`config.mk`:
```
export PLATFORM = sky130hd
export DESIGN_NAME = seq_div_usign_flat
export DESIGN_NICKNAME = d
export VERILOG_FILES = /design/src/rtl/seq_div_pkg.sv /design/src/rtl/seq_div_usign_if.sv /design/src/rtl/seq_div_step.sv /design/src/rtl/seq_div_usign.sv /design/src/flat_wrapper.sv
export SDC_FILE = /design/constraint.sdc
export NUM_CORES = 1
export LEC_CHECK = 0
export BUFFER_PORTS_ARGS = -buffer_cell sky130_fd_sc_hd__buf_2
export CAP_MARGIN = 20
export CORE_MARGIN = 3
export CORE_UTILIZATION = 51
export CTS_BUF_LIST = sky130_fd_sc_hd__clkbuf_2 sky130_fd_sc_hd__clkbuf_4 sky130_fd_sc_hd__clkbuf_8
export CTS_CLUSTER_SIZE = 14
export DETAILED_ROUTE_END_ITERATION = 16
export PLACE_DENSITY_LB_ADDON = 0.25
export SLEW_MARGIN = 20
export SYNTH_ARGS = -nofsm -noshare
export SYNTH_HDL_FRONTEND = slang
export SYNTH_SLANG_ARGS = --single-unit
```
`constraint.sdc`:
```
create_clock -name clk -period 3 [get_ports clk]
set_clock_uncertainty 0.1 [all_clocks]
set_input_delay 0.6 -clock clk [delete_from_list [all_inputs] [get_ports clk]]
set_output_delay 0.6 -clock clk [all_outputs]
set_load 0.1 [all_outputs]
```
`src/rtl/seq_div_pkg.sv`:
```
// rtl/seq_div_pkg.sv - shared FSM state type and default widths for seq_div_usign
package seq_div_pkg;

  localparam int N_DEF = 32;
  localparam int M_DEF = 11;

  typedef enum logic [1:0] {
    IDLE = 2'd0,
    RUN  = 2'd1,
    DONE = 2'd2
  } div_state_t;

endpackage

```
`src/rtl/seq_div_usign_if.sv`:
```
// rtl/seq_div_usign_if.sv - start/operand/result bundle between a requester and seq_div_usign
interface seq_div_usign_if
  import seq_div_pkg::*;
#(
  parameter int N = N_DEF,
  parameter int M = M_DEF
);

  logic         start;
  logic [N-1:0] A;
  logic [M-1:0] B;
  logic         busy;
  logic         done;
  logic [N-1:0] Q;
  logic [M-1:0] R;

  modport master (
    output start, A, B,
    input  busy, done, Q, R
  );

  modport slave (
    input  start, A, B,
    output busy, done, Q, R
  );

endinterface

```
`src/rtl/seq_div_step.sv`:
```
// rtl/seq_div_step.sv - one combinational restoring-division step (trial subtract, keep or restore)
module seq_div_step #(
  parameter int M = 11
) (
  input  logic [M-1:0] r_acc,
  input  logic         msb,
  input  logic [M-1:0] divisor,
  output logic [M-1:0] r_next,
  output logic         q_bit
);

  logic [M:0] t;

  always_comb begin
    t      = {r_acc, msb};
    q_bit  = (t >= {1'b0, divisor});
    // When the subtract succeeds the difference is below the divisor, so it fits in M bits.
    r_next = q_bit ? M'(t - {1'b0, divisor}) : t[M-1:0];
  end

endmodule

```
`src/rtl/seq_div_usign.sv`:
```
// rtl/seq_div_usign.sv - iterative radix-2 unsigned divider; SEQ_DIV_ZERO_FASTPATH_EN shortens divide-by-zero
module seq_div_usign
  import seq_div_pkg::*;
#(
  parameter int N = N_DEF,
  parameter int M = M_DEF
) (
  input  logic           clk,
  input  logic           rst,
  seq_div_usign_if.slave bus
);

  localparam int CW = (N > 1) ? $clog2(N) : 1;

  div_state_t   state;
  logic [N-1:0] a_sh;
  logic [M-1:0] b_r;
  logic [M-1:0] r_acc;
  logic [CW-1:0] cnt;
  logic         div_zero;
  logic [M-1:0] a_low;
  logic         busy_r;
  logic         done_r;
  logic [N-1:0] q_r;
  logic [M-1:0] rem_r;

  logic [M-1:0] r_next;
  logic         q_bit;
  logic [N-1:0] a_next;

  seq_div_step #(.M(M)) u_step (
    .r_acc   (r_acc),
    .msb     (a_sh[N-1]),
    .divisor (b_r),
    .r_next  (r_next),
    .q_bit   (q_bit)
  );

  // Dividend bits leave at the top while quotient bits enter at the bottom.
  assign a_next = (a_sh << 1) | N'(q_bit);

  always_ff @(posedge clk) begin
    if (rst) begin
      state    <= IDLE;
      a_sh     <= '0;
      b_r      <= '0;
      r_acc    <= '0;
      cnt      <= '0;
      div_zero <= 1'b0;
      a_low    <= '0;
      busy_r   <= 1'b0;
      done_r   <= 1'b0;
      q_r      <= '0;
      rem_r    <= '0;
    end else begin
      case (state)
        IDLE: begin
          done_r <= 1'b0;
          if (bus.start) begin
            a_sh     <= bus.A;
            b_r      <= bus.B;
            r_acc    <= '0;
            div_zero <= (bus.B == '0);
            a_low    <= bus.A[M-1:0];
            busy_r   <= 1'b1;
            state    <= RUN;
`ifdef SEQ_DIV_ZERO_FASTPATH_EN
            // A zero divisor takes a single pass through RUN so done stays registered at t+2.
            cnt      <= (bus.B == '0) ? '0 : CW'(N - 1);
`else
            cnt      <= CW'(N - 1);
`endif
          end
        end
        RUN: begin
          r_acc <= r_next;
          a_sh  <= a_next;
          cnt   <= cnt - 1'b1;
          if (cnt == '0) begin
            state  <= DONE;
            done_r <= 1'b1;
            q_r    <= div_zero ? '1 : a_next;
            rem_r  <= div_zero ? a_low : r_next;
          end
        end
        DONE: begin
          done_r <= 1'b0;
          busy_r <= 1'b0;
          state  <= IDLE;
        end
        default: begin
          state  <= IDLE;
          busy_r <= 1'b0;
          done_r <= 1'b0;
        end
      endcase
    end
  end

  assign bus.busy = busy_r;
  assign bus.done = done_r;
  assign bus.Q    = q_r;
  assign bus.R    = rem_r;

endmodule
```
`src/flat_wrapper.sv`:
```
// flat-port wrapper written by rule: the top's interface ports become plain ports
module seq_div_usign_flat import seq_div_pkg::*;
#(
  parameter int N = N_DEF,
  parameter int M = M_DEF
)
  (clk, rst, bus_start, bus_A, bus_B, bus_busy, bus_done, bus_Q, bus_R);
  seq_div_usign_if #(.N(N), .M(M)) bus_i ();
  input  logic clk;
  input  logic rst;
  input wire logic [$bits(bus_i.start)-1:0] bus_start;
  input wire logic [$bits(bus_i.A)-1:0] bus_A;
  input wire logic [$bits(bus_i.B)-1:0] bus_B;
  output wire logic [$bits(bus_i.busy)-1:0] bus_busy;
  output wire logic [$bits(bus_i.done)-1:0] bus_done;
  output wire logic [$bits(bus_i.Q)-1:0] bus_Q;
  output wire logic [$bits(bus_i.R)-1:0] bus_R;
  assign bus_i.start = bus_start;
  assign bus_i.A = bus_A;
  assign bus_i.B = bus_B;
  assign bus_busy = bus_i.busy;
  assign bus_done = bus_i.done;
  assign bus_Q = bus_i.Q;
  assign bus_R = bus_i.R;
  seq_div_usign #(.N(N), .M(M)) u_core (.clk(clk), .rst(rst), .bus(bus_i));
endmodule
```
==> flow_summary.json <==
{
  "status": "finished clean",
  "holdWs_ns": 0.312,
  "core_area_um2": 9860,
  "ys.flop_type": "dfxtp_1",
  "die_area_um2": 11500,
  "min_period_ns": 2.70,
  "worstMarginPinSlew_ns": 0.837,
  "powerDensity_nw_per_um2": 937,
  "die_x_um": 107,
  "leakage_nw": 2.59,
  "cp.arrival_ns": 2.92,
  "crit_type": "flip-flop to flip-flop",
  "synth_seq_area_share_pct": 45.1,
  "route.detailed.drc": 0,
  "vias": 5066,
  "layout_commonest_cell": "dfxtp_1",
  "drt_iter0_drc": 426,
  "firstDrtPassIters": 5,
  "cpPeakStageDelay_ns": 0.40,
  "drt-vias-per-instance": 5.85,
  "relSlewSlack_pct": 44.1,
  "io_pins": 91,
  "syn2layout_area_growth_pct": 19.7,
  "synth_cells": 640,
  "grt_pass1_vias": 4535,
  "crit_path_end_kind": "flip-flop",
  "synth-async-reset-ratio_pct": 0,
  "synthDistinctLibCells": 62,
  "clk_latency_ns": 0.45,
  "max-vdd-ir-drop_mv": 0.515,
  "cpMaxStageDelayCell": "fa_1",
  "drive_gt1_share_pct": 21.3,
  "cts_tree": "built",
  "grtUsageTotal_pct": 25.0,
  "grt_max_degree": 72,
  "cts.path.max_buffers": 2,
  "synth_area_um2": 5240,
  "clock_sinks": 118,
  "rows": 36,
  "hold_violations": 0,
  "start_kind": "flip-flop",
  "syn_nets": 699,
  "slew_violations": 0,
  "hold_path_depth": 3,
  "drv_cap": 0,
  "grt_overflow": 0,
  "layout_common_cells": "dfxtp_1, nand2_1, buf_2",
  "syn_avg_cell_area_um2": 8.18,
  "htreeDepth": 4,
  "post_drt_wl_per_cell_um": 16.4,
  "setup_viol": 0,
  "antenna_found_initial": 0,
  "grt_first_pass_wirelength_mm": 22.6,
  "portBuffers": 90,
  "die_h_um": 107,
  "diodes": 0,
  "synth_seq_cells": 118,
  "crit_fanout": 8,
  "numCtsBuffers": 17,
  "cts.clk_slew.worst_paths_ns": 0.08,
  "synth_edf_count": 0,
  "r2r_slack_ns": 0.30,
  "worstPathRequired_ns": 3.21,
  "totalWireLength_mm": 14.2,
  "fmax_mhz": 370,
  "worst-r2r-cell-count": 9,
  "rsz0062_at_grt": "no",
  "clockRootBuffer": "clkbuf_8",
  "place_congestion": 0.929,
  "start_util_pct": 53.1,
  "min_path_type": "primary input to flip-flop",
  "worstPathCellList": "inv_1, ha_1, fa_1, nand2b_1, a21oi_1, o21ai_1, and4_1, a211oi_1, o41ai_2",
  "postRouteAntennaNets": 0,
  "period_share_pct": 90.1,
  "place_hpwl_mm": 9.79,
  "yosys_warnings": 0,
  "nets": 779,
  "tns_ns": 0
}
-- cells by family (layout without fill, tap and decap cells) --
| family | Yosys count | in the layout | synth area share (%) |
|---|---|---|---|
| buffers and inverters | 61 | 154 | 4.61 |
| flip-flops | 118 | 118 | 45.1 |
| XOR/XNOR | 4 | 4 | 0.669 |
| adder cells (fa/ha/maj) | 13 | 13 | 3.25 |
| multiplexers | 1 | 1 | 0.191 |
| AND/OR/NAND/NOR | 279 | 279 | 24.8 |
| AO/OA/AOI/OAI | 164 | 164 | 21.4 |
-- report_power, final --
group / internal [W] / total [W] / switching, W
Sequential: 0.00173 / 0.00186 / 0.000130
Clock: 0.000957 / 0.00162 / 0.000666
Combinational: 0.000822 / 0.00239 / 0.00157
Total: 0.00351 / 0.00587 / 0.00236
-- state kept, by name, indices dropped and copies added (netlist names) --
signal	flops
u_core.a_sh	32
u_core.bus.Q	32
u_core.a_low	11
u_core.b_r	11
u_core.bus.R	11
u_core.r_acc	11
u_core.cnt	5
u_core.state	2
u_core.bus.busy	1
u_core.bus.done	1
u_core.div_zero	1
-- worst max-delay path: cells and delay by family (launching register included) --
kind	cells	cell delay (ns)
and+or+nand+nor	2	0.51
DFF	1	0.36
AOI/OAI and AO/OA	4	0.91
adders and majority gates	2	0.62
buffers and inverters	1	0.06
-- per-layer routing --
| metal | vias to the layer above | GRT usage [%] | part of all wire (%) |
|---|---|---|---|
| met5 | - | 0 | 0 |
| met4 | 0 | 8.22 | 1.5 |
| met3 | 21 | 6.18 | 7.1 |
| met2 | 186 | 37.9 | 46 |
| met1 | 2411 | 34.8 | 45 |
| li1 | 2448 | - | - |
-- Yosys cell counts (3+ instances only) --
| library cell | instances | area (um^2) |
|---|---|---|
| o41ai_2 | 3 | 48.8 |
| a211oi_1 | 10 | 75.1 |
| nand2_1 | 106 | 398 |
| o21ai_0 | 11 | 55.1 |
| a21o_1 | 3 | 22.5 |
| a311oi_1 | 4 | 35.0 |
| clkbuf_1 | 32 | 120 |
| a31oi_1 | 14 | 87.6 |
| nor4_1 | 4 | 25.0 |
| a21oi_1 | 60 | 300 |
| nand4_1 | 3 | 18.8 |
| dfxtp_1 | 118 | 2360 |
| o211ai_1 | 6 | 45.0 |
| nor2_1 | 58 | 218 |
| nor3_1 | 70 | 350 |
| nand2b_1 | 4 | 25.0 |
| and4_1 | 6 | 52.6 |
| xnor2_1 | 3 | 26.3 |
| nand3_1 | 5 | 25.0 |
| nor2b_1 | 3 | 18.8 |
| a22o_1 | 5 | 43.8 |
| inv_1 | 17 | 63.8 |
| buf_1 | 8 | 30.0 |
| o21ai_1 | 3 | 15.0 |
| a22oi_1 | 21 | 158 |
| nand3b_1 | 6 | 45.0 |
| ha_1 | 12 | 150 |
| o31ai_1 | 3 | 22.5 |
-- stage by stage --
step / setup slack, ns / std cells / utilization (%) / total power (W) / cell area (um^2)
after floorplan: 0.629 / 640 / - / 0.00374 / 5240
after global placement: 0.445 / 834 / 58.9 / 0.00415 / 5810
after detailed placement: 0.384 / 834 / 58.9 / 0.00421 / 5810
after CTS: 0.347 / 866 / 63.4 / 0.00584 / 6260
after global routing: 0.0667 / 866 / 63.5 / 0.00617 / 6270
final: 0.297 / 866 / 63.5 / 0.00587 / 6270
-- worst paths after layout --
path	from	endpoint
min	bus_B[2]	u_core.b_r[2]
max	u_core.a_sh[31]	u_core.bus.R[5]
max reg2reg	u_core.a_sh[31]	u_core.bus.R[5]
min reg2reg	u_core.b_r[4]	u_core.b_r[4]
-- cell type report --
cell class              instances  area [um^2]
clock buffers                  20          269
clock inverters                12          175
well taps                     133          166
repair buffers                104          571
flip-flops and latches        118         2360
multi-input cells             461         2660
fillers                       914         3600
inverters                      18         67.6
-- what timing repair did --
item / CTS / global route
endpoints found under the setup margin: 0 / 1
hold buffers: 0 / 0
gates resized for setup: 0 / 1
setup buffers: 0 / 0
No activity file was read; power rests on OpenSTA's default activity.
